===== src/rtl/trig_seq_ctrl.sv =====
// Master trigger sequencer: gates trigger requests, numbers accepted triggers
// and serialises a 3-word token (header, number lo, number hi) onto the link.
module trig_seq_ctrl #(
    parameter logic [15:0] CH_COMMA = 16'h00BC,
    parameter logic [15:0] TOK_HDR  = 16'hC000
) (
    input  logic        clk,
    input  logic        reset,
    input  logic        trig_req,
    input  logic        enable,
    input  logic        inhibit,
    input  logic [15:0] prescale,
    input  logic [15:0] dead_time,
    input  logic        cnt_clr,
    output logic [15:0] tokdata,
    output logic        tokcomma,
    output logic        busy,
    output logic [31:0] trig_cnt,
    output logic [15:0] lost_cnt
);

    typedef enum logic [2:0] {
        S_IDLE,
        S_W0,
        S_W1,
        S_W2,
        S_DEAD
    } state_t;

    state_t      r_state;
    state_t      w_next_state;

    logic [15:0] r_psc;
    logic [15:0] r_dead;
    logic [31:0] r_snap;
    logic [31:0] r_trig_cnt;
    logic [15:0] r_lost_cnt;
    logic [15:0] r_tokdata;
    logic        r_tokcomma;
    logic        r_busy;

    logic        w_eligible;
    logic        w_accept;
    logic        w_loss;
    logic [15:0] w_psc_next;
    logic [15:0] w_dead_next;
    logic [31:0] w_snap_next;
    logic [31:0] w_trig_next;
    logic [15:0] w_lost_next;
    logic [15:0] w_tokdata_next;
    logic        w_tokcomma_next;
    logic        w_busy_next;

    always_ff @(posedge clk or posedge reset) begin
        if (reset) begin
            r_state <= S_IDLE;
        end else begin
            r_state <= w_next_state;
        end
    end

    always_comb begin
        w_next_state    = r_state;
        w_psc_next      = r_psc;
        w_dead_next     = r_dead;
        w_snap_next     = r_snap;
        w_trig_next     = r_trig_cnt;
        w_lost_next     = r_lost_cnt;
        w_tokdata_next  = CH_COMMA;
        w_tokcomma_next = 1'b1;
        w_busy_next     = 1'b0;

        w_eligible = trig_req & enable & (r_state == S_IDLE) & ~inhibit;
        // psc may exceed prescale after a prescale change; that still accepts
        w_accept   = w_eligible & (r_psc >= prescale);
        w_loss     = trig_req & enable & ~w_eligible;

        case (r_state)
            S_IDLE: begin
                if (w_accept) begin
                    w_next_state = S_W0;
                end
            end
            S_W0:   w_next_state = S_W1;
            S_W1:   w_next_state = S_W2;
            S_W2: begin
                if (dead_time == 16'd0) begin
                    w_next_state = S_IDLE;
                end else begin
                    w_next_state = S_DEAD;
                    w_dead_next  = dead_time;
                end
            end
            S_DEAD: begin
                if (r_dead == 16'd1) begin
                    w_next_state = S_IDLE;
                end else begin
                    w_dead_next = r_dead - 16'd1;
                end
            end
            default: w_next_state = S_IDLE;
        endcase

        if (w_accept) begin
            w_psc_next  = '0;
            w_snap_next = r_trig_cnt;
            w_trig_next = r_trig_cnt + 32'd1;
        end else if (w_eligible) begin
            w_psc_next = r_psc + 16'd1;
        end

        if (w_loss && (r_lost_cnt != 16'hFFFF)) begin
            w_lost_next = r_lost_cnt + 16'd1;
        end

        // Clear overrides counting but a coincident accept still counts once as trigger 0
        if (cnt_clr) begin
            w_psc_next  = '0;
            w_lost_next = '0;
            if (w_accept) begin
                w_snap_next = '0;
                w_trig_next = 32'd1;
            end else begin
                w_trig_next = '0;
            end
        end

        case (w_next_state)
            S_W0: begin
                w_tokdata_next  = TOK_HDR;
                w_tokcomma_next = 1'b0;
            end
            S_W1: begin
                w_tokdata_next  = w_snap_next[15:0];
                w_tokcomma_next = 1'b0;
            end
            S_W2: begin
                w_tokdata_next  = w_snap_next[31:16];
                w_tokcomma_next = 1'b0;
            end
            default: begin
                w_tokdata_next  = CH_COMMA;
                w_tokcomma_next = 1'b1;
            end
        endcase
        w_busy_next = (w_next_state != S_IDLE);
    end

    always_ff @(posedge clk or posedge reset) begin
        if (reset) begin
            r_psc      <= '0;
            r_dead     <= '0;
            r_snap     <= '0;
            r_trig_cnt <= '0;
            r_lost_cnt <= '0;
            r_tokdata  <= CH_COMMA;
            r_tokcomma <= 1'b1;
            r_busy     <= 1'b0;
        end else begin
            r_psc      <= w_psc_next;
            r_dead     <= w_dead_next;
            r_snap     <= w_snap_next;
            r_trig_cnt <= w_trig_next;
            r_lost_cnt <= w_lost_next;
            r_tokdata  <= w_tokdata_next;
            r_tokcomma <= w_tokcomma_next;
            r_busy     <= w_busy_next;
        end
    end

    assign tokdata  = r_tokdata;
    assign tokcomma = r_tokcomma;
    assign busy     = r_busy;
    assign trig_cnt = r_trig_cnt;
    assign lost_cnt = r_lost_cnt;

endmodule


===== config.mk =====
export PLATFORM = sky130hd
export DESIGN_NAME = trig_seq_ctrl
export DESIGN_NICKNAME = d
export VERILOG_FILES = /design/src/rtl/trig_seq_ctrl.sv
export SDC_FILE = /design/constraint.sdc
export NUM_CORES = 1
export LEC_CHECK = 0
export CAP_MARGIN = 30
export CORE_ASPECT_RATIO = 1.75
export CORE_UTILIZATION = 29
export DETAILED_ROUTE_END_ITERATION = 7
export SKIP_CTS_REPAIR_TIMING = 1
export SYNTH_ARGS = -nofsm -noshare
export SYNTH_HDL_FRONTEND = slang
export SYNTH_SLANG_ARGS = --single-unit

===== constraint.sdc =====
create_clock -name clk -period 5.8 [get_ports clk]
set_input_delay 0.58 -clock clk [delete_from_list [all_inputs] [get_ports clk]]
set_output_delay 0.58 -clock clk [all_outputs]
set_load 0.02 [all_outputs]

==> results.py <==
metrics = {
    "synth": {
        "synthTopCellsByArea": "dfrtp_1 (45%), nand2_1 (6.3%), o21ai_0 (5.1%)",
        "syn_nets": 841,
        "yosysTopAreaCell": "dfrtp_1",
        "ys.flop_type": "dfrtp_1",
        "ys_async_sr_fraction": 1.00,
        "ys_ff_latch": 133,
        "synthTopCellsByCount": "dfrtp_1 (127), nand2_1 (118), o21ai_0 (72), nor2_1 (60), a21oi_1 (52)",
        "yosysWarnings": 0,
        "netlist_instances": 782,
        "ys_seq_area_frac": 0.475,
        "syn_area_um2": 7020,
        "synth.most_common_cell": "dfrtp_1",
        "yosysTopAreaCellShare": 0.453,
        "syn_area_per_cell_um2": 8.98,
        "synth_cell_type_count": 64,
        "synth_edf_count": 0,
    },
    "global_route": {
        "grt_util_met3": 0.0357,
        "use_met2": 0.284,
        "antenna_found_initial": 0,
        "grt_max_degree": 91,
        "grt_first_pass_wirelength_mm": 31.9,
        "grt.total_usage": 0.163,
        "first_global_vias": 6014,
        "grt_busiest_layer": "met2",
        "grt.overflow.total": 0,
        "gr-usage-met1": 0.187,
    },
    "floorplan": {
        "ios": 104,
        "fp.coreArea_um2": 23800,
        "start_util": 0.295,
        "die-area_um2": 24900,
        "rows": 75,
        "die_w_um": 120,
        "dieHeight_um": 208,
    },
    "layout": {
        "syn_to_final_growth_pct": 27.2,
        "diodes": 0,
        "final_area_um2": 8940,
        "fillers": 2442,
        "layout.nets": 923,
        "drive_gt1_frac": 0.0821,
    },
    "critical_path": {
        "critPathLaunchType": "primary input",
        "path_buf_inv": 3,
        "crit_arrival_ns": 3.92,
        "slowest_stage": "nor4b_2",
        "critPathKind": "primary input to flop",
        "crit_fanout": 27,
        "slowest_delay_ns": 0.64,
        "cpLargestDelayFamily": "simple AND/OR/NAND/NOR gates",
        "worstPathCellList": "clkdlybuf4s50_1, inv_1, ha_1, nand4_1, nor3_1, nor4b_2, o31ai_4, buf_4, or4_1, a21oi_1",
        "cp.required_ns": 6.14,
        "crit_path_end_kind": "flop",
    },
    "timing": {
        "tightest_slew_ns": 0.979,
        "hold_viol": 0,
        "rsz0062_at_grt": "no",
        "final_max_slew_viol_count": 0,
        "max_freq_mhz": 280,
        "maxSlewHeadroom": 0.347,
        "finalSetupTns_ns": 0,
        "timing.final.crit_share": 0.616,
        "period_minus_slack_ns": 3.57,
        "final-setup-viol-count": 0,
        "finalClockSkew_ns": 0.00786,
    },
    "route": {
        "wl_per_cell_um": 16.5,
        "antenna_left": 0,
        "wl_mm": 19.5,
        "drt_first_pass_iters": 5,
        "drt_iter0_markers": 288,
        "drc": 0,
        "viasPerCell": 5.17,
        "vias": 6127,
    },
    "worst_hold_path": {
        "hold_class": "flop to flop",
    },
    "power": {
        "p_leak_nw": 3.51,
        "ir_drop_mv": 0.176,
        "powerDensity_nw_per_um2": 267,
    },
    "cts": {
        "clock_sinks": 133,
        "cts_max_path_buffers": 2,
        "cts_tree": "built",
        "clock_latency_ns": 0.43,
        "root_buffer": "clkbuf_16",
        "cts_buffers": 17,
        "htree_levels": 4,
        "path_clk_slew_ns": 0.06,
    },
    "run": {
        "cap_violations": 0,
    },
    "run_status": {
        "status": "completed",
    },
    "placed_design": {
        "routabilityCongestion": 0.792,
        "placed_area_um2": 8300,
        "place_hpwl_mm": 13.7,
        "port_buffers": 103,
    },
}
[cell usage in the layout (no fill, tap or decap), types with 3 or more instances in the layout]
master	instances
dfrtp_1	127
nand2_1	118
clkdlybuf4s50_1	102
o21ai_0	72
nor2_1	60
a21oi_1	52
nand3_1	29
inv_1	26
or4_1	21
ha_1	21
nor3_1	18
clkbuf_16	17
nand4_1	16
a22oi_1	15
o31ai_1	14
or3_1	12
nor4_1	11
xor2_1	10
a31oi_1	9
mux2i_1	8
or2_2	7
buf_4	7
inv_6	6
dfstp_2	6
nor2b_1	5
o22ai_1	5
o21bai_1	5
o21a_1	4
and4_1	4
nor3b_1	4
a211oi_1	3
and3_1	3
o211ai_1	3
xnor2_1	3
a31o_2	3
a32oi_1	3
a2bb2oi_1	3
inv_8	3
bufinv_16	3
[report_power, final]
part           switching (mW)  total [mW]  internal (mW)
Combinational           0.122       0.204         0.0823
Sequential             0.0426        1.01          0.971
Clock                   0.474        1.17          0.697
Total                   0.638        2.39           1.75
[metrics by stage]
| stage | setup slack, ns | instances | hold WS (ns) | util | power, mW |
|---|---|---|---|---|---|
| floorplan | 1.68 | 782 | 0.450 | - | 1.16 |
| global placement | 1.77 | 1152 | 0.461 | 0.348 | 1.23 |
| detailed placement | 1.77 | 1153 | 0.471 | 0.348 | 1.24 |
| CTS | 2.22 | 1185 | 0.485 | 0.375 | 2.42 |
| global route | 2.00 | 1185 | 0.500 | 0.375 | 2.49 |
| finish | 2.23 | 1185 | 0.482 | 0.375 | 2.39 |
[final cells by class]
type / count / area, µm² / share of cell area
well taps: 308 / 385 / 0.0431
inverters: 29 / 114 / 0.0127
flip-flops and latches: 133 / 3340 / 0.373
clock inverters: 15 / 209 / 0.0234
repair buffers: 110 / 1080 / 0.121
clock buffers: 17 / 425 / 0.0476
multi-input cells: 573 / 3390 / 0.379
[routing by layer]
metal,vias to the layer above,part of all wire
met1,2962,0.40
met4,0,0.032
li1,2997,-
met5,-,0
met2,132,0.52
met3,36,0.045
[path summary, 6_finish.rpt]
path | startpoint | endpoint | slack [ns] | cells past startpoint
worst max-delay path | prescale[13] | trig_cnt[24]$_DFFE_PP0P_ | 2.23 | 10
max in group asynchronous | reset | trig_cnt[15]$_DFFE_PP0P_ | 3.94 | 3
min in group asynchronous | reset | lost_cnt[9]$_DFFE_PP0P_ | 0.71 | 2
worst min register to register | r_snap[17]$_DFF_PP0_ | r_snap[17]$_DFF_PP0_ | 0.48 | 2
worst min-delay path | r_snap[17]$_DFF_PP0_ | r_snap[17]$_DFF_PP0_ | 0.48 | 2
worst max register to register | r_psc[13]$_DFFE_PP0P_ | trig_cnt[24]$_DFFE_PP0P_ | 2.42 | 8
[registers in the layout, indices dropped and copies added (netlist names)]
| name | flops |
|---|---|
| r_dead | 16 |
| tokdata | 16 |
| lost_cnt | 16 |
| trig_cnt | 32 |
| r_state | 3 |
| tokcomma | 1 |
| r_psc | 16 |
| busy | 1 |
| r_snap | 32 |
[cells by family (layout without fill, tap and decap cells)]
logic type	Yosys count	in the layout	synth area share
AO/OA/AOI/OAI	204	204	0.179
XOR/XNOR	13	13	0.0162
adder cells (fa/ha/maj)	21	21	0.0374
buffers and inverters	76	171	0.0445
flip-flops	133	133	0.475
multiplexers	9	9	0.0130
AND/OR/NAND/NOR	326	326	0.235
[worst min-delay path: cells and delay by family (launching register included)]
family          cells  cell delay (ns)
flops               1             0.34
compound gates      1             0.06
simple gates        1             0.05
Power figures use the tool's default switching activity.
